--- src/rtl/trace_pkg.sv ---
// Shared types for the execution-trace buffer: FSM states, capture modes and entry layout.
package trace_pkg;

    localparam int TRACE_XLEN = 32;

    typedef enum logic [2:0] {
        ST_IDLE    = 3'd0,
        ST_CAPTURE = 3'd1,
        ST_POST    = 3'd2,
        ST_DONE    = 3'd3,
        ST_DRAIN   = 3'd4
    } state_t;

    localparam logic [1:0] MODE_FREE  = 2'd0;
    localparam logic [1:0] MODE_COUNT = 2'd1;
    localparam logic [1:0] MODE_TRIG  = 2'd2;

    typedef struct packed {
        logic [TRACE_XLEN-1:0] pc;
        logic [31:0]           inst;
        logic [TRACE_XLEN-1:0] result;
    } trace_entry_t;

    // A zero count means a full buffer; COUNT limits above DEPTH are clamped so they never overwrite.
    function automatic int unsigned eff_count(input int unsigned cfg, input int unsigned depth,
                                              input logic clamp);
        if (cfg == 0) return depth;
        if (clamp && cfg > depth) return depth;
        return cfg;
    endfunction

endpackage

--- src/rtl/trace_ram.sv ---
// Simple dual-port entry store: synchronous write, registered read, no reset on the array.
module trace_ram #(
    parameter int DEPTH = 16,
    parameter int AW    = $clog2(DEPTH),
    parameter int W     = 96
) (
    input  logic          clk,
    input  logic          rst,
    input  logic          i_we,
    input  logic [AW-1:0] i_waddr,
    input  logic [W-1:0]  i_wdata,
    input  logic          i_re,
    input  logic [AW-1:0] i_raddr,
    output logic [W-1:0]  o_rdata
);

    logic [W-1:0] r_mem [DEPTH];
    logic [W-1:0] r_rdata;

    always_ff @(posedge clk) begin
        if (i_we) r_mem[i_waddr] <= i_wdata;
    end

    always_ff @(posedge clk or negedge rst) begin
        if (!rst)      r_rdata <= '0;
        else if (i_re) r_rdata <= r_mem[i_raddr];
    end

    assign o_rdata = r_rdata;

endmodule

--- src/rtl/trace_buffer.sv ---
// Retired-instruction trace capture (FREE / COUNT / TRIG) with halt request and oldest-first drain.
module trace_buffer
    import trace_pkg::*;
#(
    parameter int XLEN  = TRACE_XLEN,
    parameter int DEPTH = 16,
    parameter int AW    = $clog2(DEPTH)
) (
    input  logic            clk,
    input  logic            rst,
    input  logic            retire_valid,
    input  logic [XLEN-1:0] retire_pc,
    input  logic [31:0]     retire_inst,
    input  logic [XLEN-1:0] retire_result,
    input  logic [1:0]      cfg_mode,
    input  logic [AW:0]     cfg_count,
    input  logic [XLEN-1:0] cfg_trig_pc,
    input  logic            arm,
    input  logic            stop,
    output logic            halt_req,
    output logic            rd_valid,
    input  logic            rd_ready,
    output logic [XLEN-1:0] rd_pc,
    output logic [31:0]     rd_inst,
    output logic [XLEN-1:0] rd_result,
    output logic [AW:0]     fill,
    output logic            overflow,
    output logic [2:0]      state
);

    localparam int CW = AW + 1;
    localparam int EW = 2 * XLEN + 32;
    localparam logic [CW-1:0] FULL = CW'(DEPTH);

    state_t          r_state, w_next;
    logic [AW-1:0]   r_wr_ptr, r_rd_ptr, w_rd_base, w_raddr;
    logic [CW-1:0]   r_fill, r_count, r_post_cnt, w_fill_inc;
    logic            r_overflow;
    logic [1:0]      r_mode, w_cfg_mode;
    logic [XLEN-1:0] r_trig_pc;
    logic            w_wr_en, w_hs, w_re, w_trig_hit, w_count_hit, w_post_end;
    logic [EW-1:0]   w_rdata;

    assign w_wr_en     = (r_state == ST_CAPTURE || r_state == ST_POST) && retire_valid && !arm;
    assign w_hs        = rd_valid && rd_ready;
    assign w_fill_inc  = r_fill + 1'b1;
    assign w_trig_hit  = (r_state == ST_CAPTURE) && (r_mode == MODE_TRIG) && (retire_pc == r_trig_pc);
    assign w_count_hit = (r_mode == MODE_COUNT) && (w_fill_inc == r_count);
    assign w_post_end  = (r_state == ST_POST) && (r_post_cnt == CW'(1));
    assign w_cfg_mode  = (cfg_mode == MODE_COUNT || cfg_mode == MODE_TRIG) ? cfg_mode : MODE_FREE;
    assign w_rd_base   = r_wr_ptr - r_fill[AW-1:0];

    // Prefetch the oldest entry during DONE so data is ready the cycle DRAIN starts.
    assign w_re    = (r_state == ST_DONE) || w_hs;
    assign w_raddr = (r_state == ST_DONE) ? w_rd_base : (w_hs ? r_rd_ptr + 1'b1 : r_rd_ptr);

    always_ff @(posedge clk or negedge rst) begin
        if (!rst) r_state <= ST_IDLE;
        else      r_state <= w_next;
    end

    always_comb begin
        w_next = r_state;
        if (arm) begin
            w_next = ST_CAPTURE;
        end else begin
            case (r_state)
                ST_CAPTURE: begin
                    if (w_wr_en && w_count_hit)     w_next = ST_DONE;
                    else if (w_wr_en && w_trig_hit) w_next = ST_POST;
                    if (stop)                       w_next = ST_DONE;
                end
                ST_POST:  if (stop || (w_wr_en && w_post_end)) w_next = ST_DONE;
                ST_DONE:  w_next = ST_DRAIN;
                ST_DRAIN: if (r_fill == '0 || (w_hs && r_fill == CW'(1))) w_next = ST_IDLE;
                default:  w_next = r_state;
            endcase
        end
    end

    always_comb begin
        halt_req = (r_state == ST_DONE) || (r_state == ST_DRAIN);
        rd_valid = (r_state == ST_DRAIN) && (r_fill != '0);
        state    = r_state;
    end

    always_ff @(posedge clk or negedge rst) begin
        if (!rst) begin
            r_wr_ptr   <= '0;
            r_rd_ptr   <= '0;
            r_fill     <= '0;
            r_overflow <= 1'b0;
            r_mode     <= MODE_FREE;
            r_count    <= '0;
            r_post_cnt <= '0;
            r_trig_pc  <= '0;
        end else if (arm) begin
            r_wr_ptr   <= '0;
            r_rd_ptr   <= '0;
            r_fill     <= '0;
            r_overflow <= 1'b0;
            r_mode     <= w_cfg_mode;
            r_count    <= CW'(eff_count(32'(cfg_count), DEPTH, w_cfg_mode == MODE_COUNT));
            r_trig_pc  <= cfg_trig_pc;
        end else begin
            if (w_wr_en) begin
                r_wr_ptr <= r_wr_ptr + 1'b1;
                if (r_fill == FULL) r_overflow <= 1'b1;
                else                r_fill     <= w_fill_inc;
                if (w_trig_hit)                r_post_cnt <= r_count;
                else if (r_state == ST_POST)   r_post_cnt <= r_post_cnt - 1'b1;
            end
            if (r_state == ST_DONE) r_rd_ptr <= w_rd_base;
            if (w_hs) begin
                r_rd_ptr <= r_rd_ptr + 1'b1;
                r_fill   <= r_fill - 1'b1;
            end
        end
    end

    trace_ram #(.DEPTH(DEPTH), .AW(AW), .W(EW)) u_ram (
        .clk     (clk),
        .rst     (rst),
        .i_we    (w_wr_en),
        .i_waddr (r_wr_ptr),
        .i_wdata ({retire_pc, retire_inst, retire_result}),
        .i_re    (w_re),
        .i_raddr (w_raddr),
        .o_rdata (w_rdata)
    );

    assign {rd_pc, rd_inst, rd_result} = w_rdata;
    assign fill     = r_fill;
    assign overflow = r_overflow;

endmodule

--- config.mk ---
export PLATFORM = sky130hd
export DESIGN_NAME = trace_buffer
export DESIGN_NICKNAME = d
export VERILOG_FILES = /design/src/rtl/trace_pkg.sv /design/src/rtl/trace_ram.sv /design/src/rtl/trace_buffer.sv
export SDC_FILE = /design/constraint.sdc
export NUM_CORES = 2
export LEC_CHECK = 0
export BUFFER_PORTS_ARGS = -buffer_cell sky130_fd_sc_hd__buf_2
export CAP_MARGIN = 10
export CORE_MARGIN = 2
export CORE_UTILIZATION = 60
export DETAILED_ROUTE_END_ITERATION = 7
export MAX_ROUTING_LAYER = met4
export PLACE_DENSITY = 0.75
export SYNTH_ARGS = -nofsm -noshare
export SYNTH_HDL_FRONTEND = slang
export SYNTH_HIERARCHICAL = 1
export SYNTH_SLANG_ARGS = --single-unit
--- constraint.sdc ---
create_clock -name clk -period 15.4 [get_ports clk]
set_clock_uncertainty 0.1 [all_clocks]
set_input_delay 2.31 -clock clk [delete_from_list [all_inputs] [get_ports clk]]
set_output_delay 2.31 -clock clk [all_outputs]
set_load 0.03 [all_outputs]
Word level (Yosys, flattened, before mapping)
Memories as Yosys holds them, arrays and structs flattened. A register that Yosys moved wholly into a read port is not among the register bits.
Cells that the tools add are included.
- flip-flop bits (word level): 61
- word-level logic and storage cells: 105
- memories kept: 1
- output and inout bits: 107
- memory bits (writable): 1536
- bits of input ports: 141
- eq/ne operators: 18
- reduce and logical (&&, ||, !) cells: 34
- add/sub/neg operators: 6
- multiplexer cells: 35
- magnitude comparators: 1
- bitwise gates (word level): 1
- memories (memory ; depth ; bits a word ; rd ports ; clocked after memory_dff ; wr ports ; line ; source):
    u_ram.r_mem ; 16 ; 96 ; 1 ; 1 ; 1 ; trace_ram.sv:17 ; logic [W-1:0] r_mem [DEPTH];
- operators with widths (cell ; count):
    $mux 5 ; 10
    $eq 32x32->1 ; 1
    $mux 4 ; 7
    $mux 3 ; 6
    $logic_and 1x1->1 ; 13
    $pmux 3 s4 ; 1
    $eq 5x1->1 const B ; 2
    $logic_not 5->1 ; 2
    $mux 1 ; 10
    $reduce_bool 5->1 ; 2
    $sub 5x1->5 const B ; 2
    $add 4x1->4 const B ; 2
    $eq 2x1->1 const B ; 3
    $eq 3x2->1 const B ; 2
    $logic_or 1x1->1 ; 6
    $ne 3x3->1 const B ; 2
    $reduce_bool 2->1 ; 3
    $reduce_bool 3->1 ; 2
    $add 5x1->5 const B ; 1
    $eq 5x5->1 ; 1
    $eq 5x5->1 const B ; 1
    $gt 5x5->1 const B ; 1
    $ne 5x3->1 const B ; 1
    $eq 2x2->1 const B ; 2
    10 further kinds ; 12

Depth between registers and ports, before layout
- word-level depth: 10
- depth in mapped cells: 14
- depth with buffers taken out: 10

By module
The synthesis kept the hierarchy.
- by module, submodules not included (module ; cells each ; instances ; area each (µm²) ; sequential area each (µm²)):
    trace_ram ; 2576 ; 1 ; 61680.4 ; 48526.5
    trace_buffer ; 318 ; 1 ; 3429.5 ; 1526.5

Worst setup path before layout
Ideal clock, no wire load.
- path kind: input -> register
- start point: in retire_valid
- end point: mem u_ram.r_mem[0][0], enable pin
- slack: 4.632 ns
- library setup time: 0.668 ns
- path buffers: 0
- data required time: 14.632 ns
- arrival: 10.000 ns
- stages on the path: 6
- path through: nand2b_1 nor2_2 nand2_2 inv_1 or3b_2 nor3_1
- cells in the longest elaborated chain, start to end: 4
- RTL lines (what ; line ; source):
    from (decl) ; trace_buffer.sv:11 ; input logic retire_valid,
    $logic_and 1x1->1 (2 in series) ; trace_buffer.sv:44 ; assign w_wr_en = (r_state == ST_CAPTURE || r_state == ST_POST) && retire_valid && !arm;
    via w_wr_en ; trace_buffer.sv:41 ; logic w_wr_en, w_hs, w_re, w_trig_hit, w_count_hit, w_post_end;
    $mux 1 ; trace_ram.sv:21 ; if (i_we) r_mem[i_waddr] <= i_wdata;
    $mux 1 (implied by the code) ; trace_ram.sv:21 ;
    to (decl) ; trace_ram.sv:17 ;
The timed path passes the listed nets, and every way through them passes these cells.

Worst setup path after layout
- start point: in rd_ready
- end point: reg u_ram.r_rdata[55] (netlist: u_ram/o_rdata[55]), read port of u_ram.r_mem
- elaborated cells on any way between the ends: 4
- those cells by class: mux: 2; reduce/logical: 2
- RTL lines (what ; line ; source):
    from (decl) ; trace_buffer.sv:22 ; input logic rd_ready,
    $logic_and 1x1->1 ; trace_buffer.sv:45 ; assign w_hs = rd_valid && rd_ready;
    $logic_or 1x1->1 ; trace_buffer.sv:54 ; assign w_re = (r_state == ST_DONE) || w_hs;
    via w_re ; trace_buffer.sv:41 ;
    to (decl) ; trace_ram.sv:18 ; logic [W-1:0] r_rdata;
The timed path passes the listed nets, and every way through them passes these cells.
A chain may end at the register's enable or synchronous reset.

==> results by group <==
Status
  • Status: finished, final reports clean

Clock network
  • Max Buffers Root-to-Sink: 3
  • # hold bufs at CTS: 0
  • Clk_lat worst skew: 0.77 ns
  • Root Buffer: clkbuf_16
  • TritonCTS clock tree: yes
  • Num CTS Buffers: 165
  • # clock sinks: 1693
  • Htree depth: 4
  • Reg clk slew, reported paths: 0.06 ns
  • Post-CTS Setup Bufs: 0
  • Post-CTS resize count: 0

Final layout
  • Register area: 50100 um2
  • Area Growth Syn to Fin: 12.2%
  • Final #Nets: 3349
  • Multi-input logic area: 14100 um2
  • Share of post-route cells with drive strength above 1: 0.322
  • FILL cells: 6414

Die
  • Die X: 333 um
  • Core ar.: 107000 um2
  • Row cnt: 120
  • IO Count: 248
  • Die Area: 111000 um2
  • Initial core utilization: 0.607
  • Die H: 333 um

Synthesis
  • Share of the synthesized area in the top cell type: 0.708
  • Netlist cell types: 59
  • Net Count, Synth: 3047
  • Post-Synthesis Cells: 2894
  • Sequential share of the synthesized area: 0.769
  • YS warnings: 6
  • Mapped Area: 65100 um2
  • Post-synth EDFFs: 1536
  • Most common cell in the synthesized netlist: edfxtp_1
  • #FFs+latches synth: 1693
  • Largest cells by area after synthesis: edfxtp_1 (71%), mux4_2 (13%), dfrtp_1 (6.0%), a221oi_2 (2.2%), mux2i_1 (1.5%)
  • Dominant cell type by area after synthesis: edfxtp_1
  • Avg Cell Area, Syn: 22.5 um2
  • Top cells by count, synth: edfxtp_1 (1536), mux4_2 (375), dfrtp_1 (157), nor2_1 (127), o22ai_1 (100)
  • Ys flop type: edfxtp_1
  • Ys async rst share: 0.0927

Hold path
  • Hold path depth: 1
  • Worst hold path type: reg -> reg
  • WHS Endpoint: r_post_cnt[4]
  • Hold Startpoint: r_post_cnt[4]

Drt
  • Drt drc: 0
  • Drt first pass iters: 6
  • Via/cell ratio: 6.67
  • Final antenna-violating net count: 0
  • Routed wire per std cell: 32.0 um
  • Routed via count: 31700
  • Final WL: 152 mm
  • Iter 0 DRT Violations: 3941

Critical path
  • CP arrival: 7.78 ns
  • Startpoint types: input pin
  • Worst reg2reg startpoint: state[2]
  • Crit end category: register
  • Crit path max fanout: 64
  • Crit path max-delay family: buffers and inverters
  • CP Class: in -> reg
  • R2R setup slack: 8.71 ns
  • Worst path buffer plus inverter count: 5
  • Instance count on the critical path: 12
  • Required time of the critical path: 15.90 ns
  • Critical Path, Cell by Cell: buf_2, inv_1, a211o_1, nand2_4, o21a_1, o221a_4, buf_4, buf_4, buf_4, mux4_2, mux2i_1, a221oi_2
  • R2R Path End: u_ram/o_rdata[55]
  • Critical-path top delay cell: buf_4
  • CP peak stage delay: 0.96 ns
  • CP most frequent cell: buf_4
  • R2R cell count: 11

Pwr
  • Leak: 23.6 nW
  • Maximum vdd drop: 0.202 mV
  • Pwr dens: 196 nW/um2

STA
  • Ratio of final minimum period to clock period: 0.473
  • Achievable frequency: 137 MHz
  • Max-slew headroom: 0.237
  • Fin. Hold Viols: 0
  • Max Slew Vio Count: 0
  • WHS: 0.422 ns
  • Tightest Pin Transition: 1.14 ns
  • Final setup violating endpoints: 0
  • RSZ-0062 raised after global routing: false
  • Setup TNS: 0 ns
  • Crit path time final: 7.28 ns

Placement
  • Routability cong.: 0.814
  • Post-DP HPWL: 73.7 mm
  • I/O Buffers: 247

GRT
  • Grt ovf: 0
  • Pin count of the biggest net entering global routing: 133
  • Initial antenna violation count: 20
  • GRT Total Usage: 0.287
  • Number of global-route vias before repair: 33000
  • First-pass GRT wire length: 221 mm

Job
  • Max-capacitance violation count: 0
[state kept, by name, indices dropped and copies added (netlist names)]
name / flops
fill: 5
overflow: 1
r_count: 5
r_mode: 2
r_post_cnt: 5
r_rd_ptr: 4
r_trig_pc: 32
r_wr_ptr: 4
state: 3
u_ram/o_rdata: 96
u_ram/r_mem: 1536
[area by class of cell]
| type | instances | area share |
|---|---|---|
| well taps | 1403 | 0.0240 |
| clock inverters | 73 | 0.00834 |
| clock buffers | 239 | 0.0641 |
| multi-input cells | 1024 | 0.193 |
| repair buffers | 296 | 0.0236 |
| diodes | 16 | 0.000548 |
| inverters | 16 | 0.000822 |
| flip-flops and latches | 1693 | 0.685 |
[cells in the final DEF (no fill, tap or decap), drive strengths merged, types with 3 or more instances in the layout]
cell | synthesis | layout
mux2i | 99 | 99
xor2 | 38 | 38
mux2 | 33 | 33
nor2 | 128 | 128
o21ai | 6 | 6
buf | 107 | 295
bufinv | 0 | 7
mux4 | 384 | 384
nor3 | 7 | 7
a221oi | 99 | 99
edfxtp | 1536 | 1536
nor4 | 11 | 11
xnor2 | 12 | 12
or3b | 3 | 3
ha | 11 | 11
dfrtp | 157 | 157
o2bb2ai | 5 | 5
nand2 | 21 | 21
clkinv | 0 | 50
nand2b | 5 | 5
nand3 | 7 | 7
inv | 16 | 27
o22ai | 100 | 100
nor2b | 4 | 4
diode | 0 | 16
clkbuf | 54 | 240
o22a | 4 | 4
a2bb2oi | 3 | 3
a21oi | 9 | 9
nand3b | 4 | 4
and2 | 8 | 8
clkinvlp | 0 | 5
nand4 | 3 | 3
[where the power goes]
part	switching [W]	internal, W	total, W
combinational	0.00280	0.00216	0.00496
clock	0.00168	0.00224	0.00392
sequential	0.000178	0.00526	0.00544
total	0.00465	0.00967	0.0143
[metrics by stage]
stage / worst slack, ns / total power, W / instances / instance area, um2 / util
after global placement: 7.56 / 0.0104 / 4432 / 67700 / 0.631
after detailed placement: 7.37 / 0.0105 / 4432 / 67700 / 0.631
final: 8.12 / 0.0143 / 4760 / 73100 / 0.680
after global routing: 7.90 / 0.0149 / 4758 / 73000 / 0.680
after floorplan: 4.63 / 0.00944 / 2894 / 65100 / -
after CTS: 8.16 / 0.0144 / 4744 / 73000 / 0.680
[worst max-delay path by stage]
| stage | startpoint | slack [ns] | end |
|---|---|---|---|
| finish | rd_ready | 8.12 | u_ram/o_rdata[55] |
| global route | rd_ready | 7.90 | u_ram/o_rdata[55] |
| CTS | rd_ready | 8.16 | u_ram/o_rdata[55] |
| detailed placement | rd_ready | 7.37 | u_ram/o_rdata[34] |
| global placement | rd_ready | 7.56 | u_ram/o_rdata[34] |
| floorplan | retire_valid | 4.63 | u_ram/r_mem[0][0] |
[kinds of logic (layout without fill, tap and decap cells)]
kind of cell	after synthesis	after routing	synth area share
flops	1693	1693	0.769
mux	516	516	0.154
compound gates	238	238	0.0367
simple gates	208	208	0.0144
buf+inv	177	624	0.0167
xor+xnor	50	50	0.00673
fa+ha+maj	12	12	0.00242
other cells	0	16	0
[layer usage]
| layer | vias to the layer above | routed length [um] | share of wire | global-route usage |
|---|---|---|---|---|
| met5 | - | 0 | 0 | - |
| met1 | 16800 | 57900 | 0.38 | 0.378 |
| met3 | 283 | 13800 | 0.091 | 0.0544 |
| met4 | 0 | 4030 | 0.026 | 0.0940 |
| met2 | 1807 | 76700 | 0.50 | 0.459 |
| li1 | 12900 | - | - | - |
(Power assumes the default switching activity.)
